File: config.mk
export PLATFORM = sky130hd
export DESIGN_NAME = alu_iterative_flat
export DESIGN_NICKNAME = d
export VERILOG_FILES = /design/src/rtl/alu_iterative_if.sv /design/src/rtl/alu_iterative.sv /design/src/flat_wrapper.sv
export SDC_FILE = /design/constraint.sdc
export NUM_CORES = 1
export LEC_CHECK = 0
export BUFFER_PORTS_ARGS = -buffer_cell sky130_fd_sc_hd__buf_4
export CAP_MARGIN = 20
export CORE_AREA = 3 3 361 256
export CTS_CLUSTER_DIAMETER = 30
export DETAILED_ROUTE_END_ITERATION = 16
export DIE_AREA = 0 0 364 259
export MAX_ROUTING_LAYER = met4
export RECOVER_POWER = 100
export SLEW_MARGIN = 15
export SYNTH_ARGS = -nofsm -noshare
export SYNTH_HDL_FRONTEND = slang
export SYNTH_SLANG_ARGS = --single-unit
File: constraint.sdc
create_clock -name clk -period 7.4 [get_ports clk]
set_clock_uncertainty 0.15 [all_clocks]
set_input_delay 1.48 -clock clk [delete_from_list [all_inputs] [get_ports clk]]
set_output_delay 1.48 -clock clk [all_outputs]
set_load 0.1 [all_outputs]
File: src/rtl/alu_iterative_if.sv
// Request/response bundle between operand select and the iterative ALU.
// The master drives the request and out_ready; the slave (ALU) drives the result side.
interface alu_iterative_if #(
   parameter int WIDTH = 32
) ();
   logic             start;
   logic [WIDTH-1:0] a;
   logic [WIDTH-1:0] b;
   logic [3:0]       alu_op;
   logic             in_ready;
   logic             out_valid;
   logic             out_ready;
   logic [WIDTH-1:0] result;
   logic             zero;
   logic             busy;

   modport master (
      output start, a, b, alu_op, out_ready,
      input  in_ready, out_valid, result, zero, busy
   );

   modport slave (
      input  start, a, b, alu_op, out_ready,
      output in_ready, out_valid, result, zero, busy
   );
endinterface

File: src/rtl/alu_iterative.sv
// Handshaked ALU: single-cycle logic/arith/shift/compare ops plus iterative
// shift-add MUL and restoring DIVU/REMU, one bit per cycle.
module alu_iterative #(
   parameter int WIDTH = 32,
   parameter int SH_W  = 5
) (
   input logic            clk,
   input logic            reset,
   alu_iterative_if.slave bus
);

   localparam logic [3:0] OP_ADD  = 4'h0;
   localparam logic [3:0] OP_OR   = 4'h1;
   localparam logic [3:0] OP_AND  = 4'h2;
   localparam logic [3:0] OP_SLL  = 4'h3;
   localparam logic [3:0] OP_SUB  = 4'h4;
   localparam logic [3:0] OP_XOR  = 4'h5;
   localparam logic [3:0] OP_SRL  = 4'h6;
   localparam logic [3:0] OP_SRA  = 4'h7;
   localparam logic [3:0] OP_SLT  = 4'h8;
   localparam logic [3:0] OP_SLTU = 4'h9;
   localparam logic [3:0] OP_MUL  = 4'hA;
   localparam logic [3:0] OP_DIVU = 4'hB;
   localparam logic [3:0] OP_REMU = 4'hC;

   typedef enum logic [1:0] {IDLE, MUL_IT, DIV_IT, DONE} state_t;

   state_t           r_state;
   logic [SH_W-1:0]  r_cnt;
   logic [WIDTH-1:0] r_acc;
   logic [WIDTH-1:0] r_mcand;
   logic [WIDTH-1:0] r_mplier;
   logic [WIDTH-1:0] r_rem;
   logic [WIDTH-1:0] r_quo;
   logic [WIDTH-1:0] r_div;
   logic             r_is_rem;
   logic [WIDTH-1:0] r_result;
   logic             r_zero;
   logic             r_out_valid;
   logic             r_busy;

   function automatic logic [WIDTH-1:0] f_single(input logic [3:0]       op,
                                                 input logic [WIDTH-1:0] x,
                                                 input logic [WIDTH-1:0] y);
      logic [SH_W-1:0]         sh;
      logic signed [WIDTH-1:0] xs;
      logic signed [WIDTH-1:0] ys;
      logic [WIDTH-1:0]        res;
      sh  = y[SH_W-1:0];
      xs  = x;
      ys  = y;
      res = '0;
      case (op)
         OP_ADD:  res = x + y;
         OP_OR:   res = x | y;
         OP_AND:  res = x & y;
         OP_SLL:  res = x << sh;
         OP_SUB:  res = x - y;
         OP_XOR:  res = x ^ y;
         OP_SRL:  res = x >> sh;
         OP_SRA:  res = xs >>> sh;
         OP_SLT:  res = {{(WIDTH-1){1'b0}}, (xs < ys)};
         OP_SLTU: res = {{(WIDTH-1){1'b0}}, (x < y)};
         default: res = '0;
      endcase
      return res;
   endfunction

   logic             w_in_ready;
   logic             w_accept;
   logic [WIDTH-1:0] w_single;
   logic [WIDTH-1:0] w_acc_nxt;
   logic [WIDTH:0]   w_rem_sh;
   logic [WIDTH:0]   w_rem_sub;
   logic             w_ge;
   logic [WIDTH-1:0] w_rem_nxt;
   logic [WIDTH-1:0] w_quo_nxt;
   logic [WIDTH-1:0] w_div_res;

   assign w_in_ready = (r_state == IDLE) || ((r_state == DONE) && bus.out_ready);
   assign w_accept   = bus.start && w_in_ready;
   assign w_single   = f_single(bus.alu_op, bus.a, bus.b);

   assign w_acc_nxt  = r_mcand[0] ? (r_acc + r_mplier) : r_acc;

   // Restoring step: partial remainder needs one extra bit before the compare.
   assign w_rem_sh   = {r_rem, r_quo[WIDTH-1]};
   assign w_rem_sub  = w_rem_sh - {1'b0, r_div};
   assign w_ge       = (w_rem_sh >= {1'b0, r_div});
   assign w_rem_nxt  = w_ge ? w_rem_sub[WIDTH-1:0] : w_rem_sh[WIDTH-1:0];
   assign w_quo_nxt  = {r_quo[WIDTH-2:0], w_ge};
   assign w_div_res  = r_is_rem ? w_rem_nxt : w_quo_nxt;

   always_ff @(posedge clk or posedge reset) begin
      if (reset) begin
         r_state     <= IDLE;
         r_cnt       <= '0;
         r_acc       <= '0;
         r_mcand     <= '0;
         r_mplier    <= '0;
         r_rem       <= '0;
         r_quo       <= '0;
         r_div       <= '0;
         r_is_rem    <= 1'b0;
         r_result    <= '0;
         r_zero      <= 1'b1;
         r_out_valid <= 1'b0;
         r_busy      <= 1'b0;
      end else begin
         case (r_state)
            IDLE, DONE: begin
               if (w_accept) begin
                  case (bus.alu_op)
                     OP_MUL: begin
                        r_state     <= MUL_IT;
                        r_cnt       <= SH_W'(WIDTH-1);
                        r_acc       <= '0;
                        r_mcand     <= bus.a;
                        r_mplier    <= bus.b;
                        r_out_valid <= 1'b0;
                        r_busy      <= 1'b1;
                     end
                     OP_DIVU, OP_REMU: begin
                        r_state     <= DIV_IT;
                        r_cnt       <= SH_W'(WIDTH-1);
                        r_rem       <= '0;
                        r_quo       <= bus.a;
                        r_div       <= bus.b;
                        r_is_rem    <= (bus.alu_op == OP_REMU);
                        r_out_valid <= 1'b0;
                        r_busy      <= 1'b1;
                     end
                     default: begin
                        r_state     <= DONE;
                        r_result    <= w_single;
                        r_zero      <= (w_single == '0);
                        r_out_valid <= 1'b1;
                     end
                  endcase
               end else if ((r_state == DONE) && bus.out_ready) begin
                  r_state     <= IDLE;
                  r_out_valid <= 1'b0;
               end
            end
            MUL_IT: begin
               r_acc    <= w_acc_nxt;
               r_mcand  <= r_mcand >> 1;
               r_mplier <= r_mplier << 1;
               r_cnt    <= r_cnt - 1'b1;
               if (r_cnt == '0) begin
                  r_state     <= DONE;
                  r_result    <= w_acc_nxt;
                  r_zero      <= (w_acc_nxt == '0);
                  r_out_valid <= 1'b1;
                  r_busy      <= 1'b0;
               end
            end
            DIV_IT: begin
               r_rem <= w_rem_nxt;
               r_quo <= w_quo_nxt;
               r_cnt <= r_cnt - 1'b1;
               if (r_cnt == '0) begin
                  r_state     <= DONE;
                  r_result    <= w_div_res;
                  r_zero      <= (w_div_res == '0);
                  r_out_valid <= 1'b1;
                  r_busy      <= 1'b0;
               end
            end
            default: r_state <= IDLE;
         endcase
      end
   end

   assign bus.in_ready  = w_in_ready;
   assign bus.out_valid = r_out_valid;
   assign bus.result    = r_result;
   assign bus.zero      = r_zero;
   assign bus.busy      = r_busy;

endmodule

File: src/flat_wrapper.sv
// flat-port wrapper written by rule: the top's interface ports become plain ports
module alu_iterative_flat 
#(
   parameter int WIDTH = 32,
   parameter int SH_W  = 5
)
  (clk, reset, bus_start, bus_a, bus_b, bus_alu_op, bus_out_ready, bus_in_ready, bus_out_valid, bus_result, bus_zero, bus_busy);
  alu_iterative_if #(.WIDTH(WIDTH)) bus_i ();
  input logic clk;
  input logic reset;
  input wire logic [$bits(bus_i.start)-1:0] bus_start;
  input wire logic [$bits(bus_i.a)-1:0] bus_a;
  input wire logic [$bits(bus_i.b)-1:0] bus_b;
  input wire logic [$bits(bus_i.alu_op)-1:0] bus_alu_op;
  input wire logic [$bits(bus_i.out_ready)-1:0] bus_out_ready;
  output wire logic [$bits(bus_i.in_ready)-1:0] bus_in_ready;
  output wire logic [$bits(bus_i.out_valid)-1:0] bus_out_valid;
  output wire logic [$bits(bus_i.result)-1:0] bus_result;
  output wire logic [$bits(bus_i.zero)-1:0] bus_zero;
  output wire logic [$bits(bus_i.busy)-1:0] bus_busy;
  assign bus_i.start = bus_start;
  assign bus_i.a = bus_a;
  assign bus_i.b = bus_b;
  assign bus_i.alu_op = bus_alu_op;
  assign bus_i.out_ready = bus_out_ready;
  assign bus_in_ready = bus_i.in_ready;
  assign bus_out_valid = bus_i.out_valid;
  assign bus_result = bus_i.result;
  assign bus_zero = bus_i.zero;
  assign bus_busy = bus_i.busy;
  alu_iterative #(.WIDTH(WIDTH), .SH_W(SH_W)) u_core (.clk(clk), .reset(reset), .bus(bus_i));
endmodule
==> summary.txt <==
Setup path
  – CP max FO: 36
  – Setup crit end kind: register
  – Startpoint types: primary input
  – FF-to-FF path depth: 13
  – Worst endpoint required time: 7810 ps
  – Worst endpoint data arrival time: 7240 ps
  – R2r endpoint: u_core.bus.zero
  – CP Class: primary input to register
  – Reg-to-Reg Start: u_core.r_rem[13]
  – Register-to-register setup slack: 780 ps

Layout
  – P&R area growth vs syn: 15.6%
  – Commonest non-fill, non-tap cells in the layout: nand2_1 (386), nor2_1 (274), a21oi_1 (274)
  – Final nets: roughly 3,400
  – Layout cells sized above 1: a little under an eighth
  – Fin util: between 30% and 40%
  – Commonest non-fill, non-tap cell in the layout: nand2_1

Clock tree
  – Hold_buf cts: 0
  – Root Driver: clkbuf_16
  – CTS tree: yes
  – Clk buf depth: 3
  – Clock-pin slew on the worst setup and hold paths: ~40 ps
  – CTS buffer count: 60
  – TritonCTS Sinks: roughly 240
  – Skew-Pair Late Insertion Delay: just under 700 ps
  – # H-tree levels: 2
  – Number of setup buffers added after CTS: 0
  – Cts repair resizes: 0

Power
  – Power Density: slightly above 400 nW/um2
  – Maximum vdd drop: about 0.31 mV
  – Pwr Total: between 10,000 and 15,000 uW
  – Leak: about 0.012 uW

Logic synthesis
  – Synth top area share: approximately a quarter
  – Synthesized instance count: between 3,000 and 4,000
  – Post-Synth Adder-Cell Area: 8.84%
  – Largest family of logic cells by synthesized area: compound AO/OA/AOI/OAI gates
  – Compound-Gate Fraction of Synth Area: between 20% and 30%
  – Largest area contributor in the synthesized netlist: dfrtp_1
  – Asr flop ratio synth: 100%
  – Dominant synthesized flop cell: dfrtp_1
  – Yosys cell types: a little under 90
  – Yosys reg bits: about 240
  – Post-synth EDFFs: 0
  – Simple-gate share of the synthesized area: about 19%
  – Mux share of post-synthesis cell area: about an eighth
  – Mapped Area: roughly 25,000 um2
  – Top post-synthesis cells by area: dfrtp_1 (23%), ha_1 (8.5%), mux2i_1 (6.8%), nand2_1 (5.8%), a21oi_1 (5.5%)
  – XOR/XNOR share of the synthesized area: approximately 2.2%
  – Register area share after synthesis: a little under a quarter
  – Yosys warnings: 0
  – Post-Syn Nets: 3,447
  – Post-Syn Area per Cell: roughly 8 um2

Min path
  – Hold WC Path Type: register to register
  – Hold Path Depth: 2
  – Hold wc startpoint: u_core.bus.result[10]
  – Worst hold path endpoint: u_core.bus.result[10]

Global route
  – Total track usage: between 20 and 30%
  – Largest net degree at the start of global routing: 151
  – Vias in the first global route: 24,300
  – Grt ovf: 0
  – First-pass GRT wire length: 182 mm
  – Initial antenna violation count: 10

Floorplan
  – Num rows: just over 90
  – I/O pin total: 108
  – Die area: 94,300 um2
  – DIE HEIGHT: roughly 260 um
  – Initial core utilization: 27.9%
  – Die W: 364 um
  – Core Footprint: 89,400 um2

Placement
  – Hpwl dp: between 90 and 100 mm
  – Setup WS pre-CTS: ~920 ps
  – I/O Buffers: between 100 and 150
  – Placer Congestion: 1.10

Detailed routing
  – Final ANT Viol Nets: 0
  – Routed WL: 129 mm
  – Routed vias: ~27,000
  – Starting DRT DRC Count: 4,500
  – WL/cell: a little under 30 um
  – Via density: 6.14
  – Drc violations: 0
  – TritonRoute pass-1 iters: 7

STA
  – Pins Over Slew Limit: 510
  – Period utilisation layout: between 90% and 100%
  – Worst-Margin Slew: 3960 ps
  – RSZ-0062 raised after global routing: no
  – Final Hold Vio Count: 0
  – Fmax: 146 MHz
  – Final setup vio count: 0
  – Final critical-path required period: around 6800 ps
  – Final WS setup: 570 ps
  – Max-Slew Margin vs Limit: -164%
  – Setup_tns: 0 ps

Outcome
  – Status: finished, violations left
  – Failing checks: capacitance limit, slew limit

Run
  – Max Cap Viol: 10
==> sequential cells by signal, summed over array words and instances, names as in the netlist <==
signal,flops
u_core.r_mplier,32
u_core.r_state,2
u_core.bus.out_valid,1
u_core.r_is_rem,1
u_core.r_cnt,5
u_core.bus.busy,1
u_core.bus.zero,1
u_core.r_rem,32
u_core.r_mcand,32
u_core.r_quo,32
u_core.bus.result,32
u_core.r_acc,32
u_core.r_div,32
==> cells by family (layout without fill, tap and decap cells) <==
kind of cell	Yosys count	after routing
other cells	0	8
flops	235	235
xor+xnor	63	63
simple gates	1039	1039
compound gates	1033	1033
mux	254	254
buf+inv	403	435
fa+ha+maj	174	174
==> where the power goes <==
| group | internal [uW] | leakage [uW] | switching (uW) | total (uW) |
|---|---|---|---|---|
| combinational | 2000 | 0.00821 | 4700 | 6710 |
| clock | 1890 | 0.00105 | 963 | 2850 |
| sequential | 1830 | 0.00287 | 495 | 2320 |
| total | 5720 | 0.0121 | 6160 | 11900 |
==> cell usage after synthesis (all sizes together), types with 29 or more instances <==
cell / number
clkbuf: 189
ha: 170
a21o: 49
nor2b: 29
inv: 149
buf: 63
nor3: 67
a31oi: 37
xnor2: 47
mux2i: 170
nand3: 69
nor2: 275
o211ai: 37
o31ai: 29
a21oi: 275
a22oi: 32
mux2: 29
a211oi: 48
nand2: 386
dfrtp: 234
mux4: 55
o21ai: 267
==> area by class of cell <==
type,instances,area (um2)
Sequential cell,235,5880
Antenna cell,8,20.0
Clock buffer,73,1650
Tap cell,1175,1470
Multi-Input combinational cell,2563,17600
Timing Repair Buffer,172,1100
Clock inverter,39,569
Fill cell,9449,60600
Inverter,151,568
==> per-layer routing <==
metal / vias up / part of all wire, % / global-route usage, %
li1: 11800 / - / -
met1: 13200 / 44 / 39.1
met2: 1876 / 37 / 33.9
met3: 254 / 16 / 11.2
met4: 0 / 3.2 / 7.13
met5: - / 0 / -
==> how the worst max path moves through the flow <==
stage / start / depth (start not counted) / end / slack, ps
after floorplan: bus_b[0] / 19 / u_core.bus.zero / 940
after global placement: bus_b[1] / 14 / u_core.bus.zero / 940
after detailed placement: bus_b[1] / 14 / u_core.bus.zero / 920
after CTS: u_core.r_rem[13] / 13 / u_core.bus.zero / 1340
after global routing: bus_alu_op[2] / 12 / u_core.bus.zero / 490
final: bus_alu_op[2] / 12 / u_core.bus.zero / 570
==> metrics by stage <==
step | area [um2] | hold WS (ps) | cells
final | 28900 | 321 | 4416
after global routing | 28900 | 354 | 4414
after CTS | 29100 | 328 | 4405
after detailed placement | 26900 | 318 | 4293
after global placement | 26900 | 309 | 4293
after floorplan | 25000 | 310 | 3201
==> critical path, stage by stage <==
cell,delay [ps]
clkbuf_1,1500
or4_2,820
buf_4,360
nor3_1,70
a2111oi_0,350
o21ai_0,360
or4_1,660
or4b_1,480
or4_1,550
nor3_1,190
and4bb_1,210
o32a_1,150
Power figures use the tool's default switching activity.
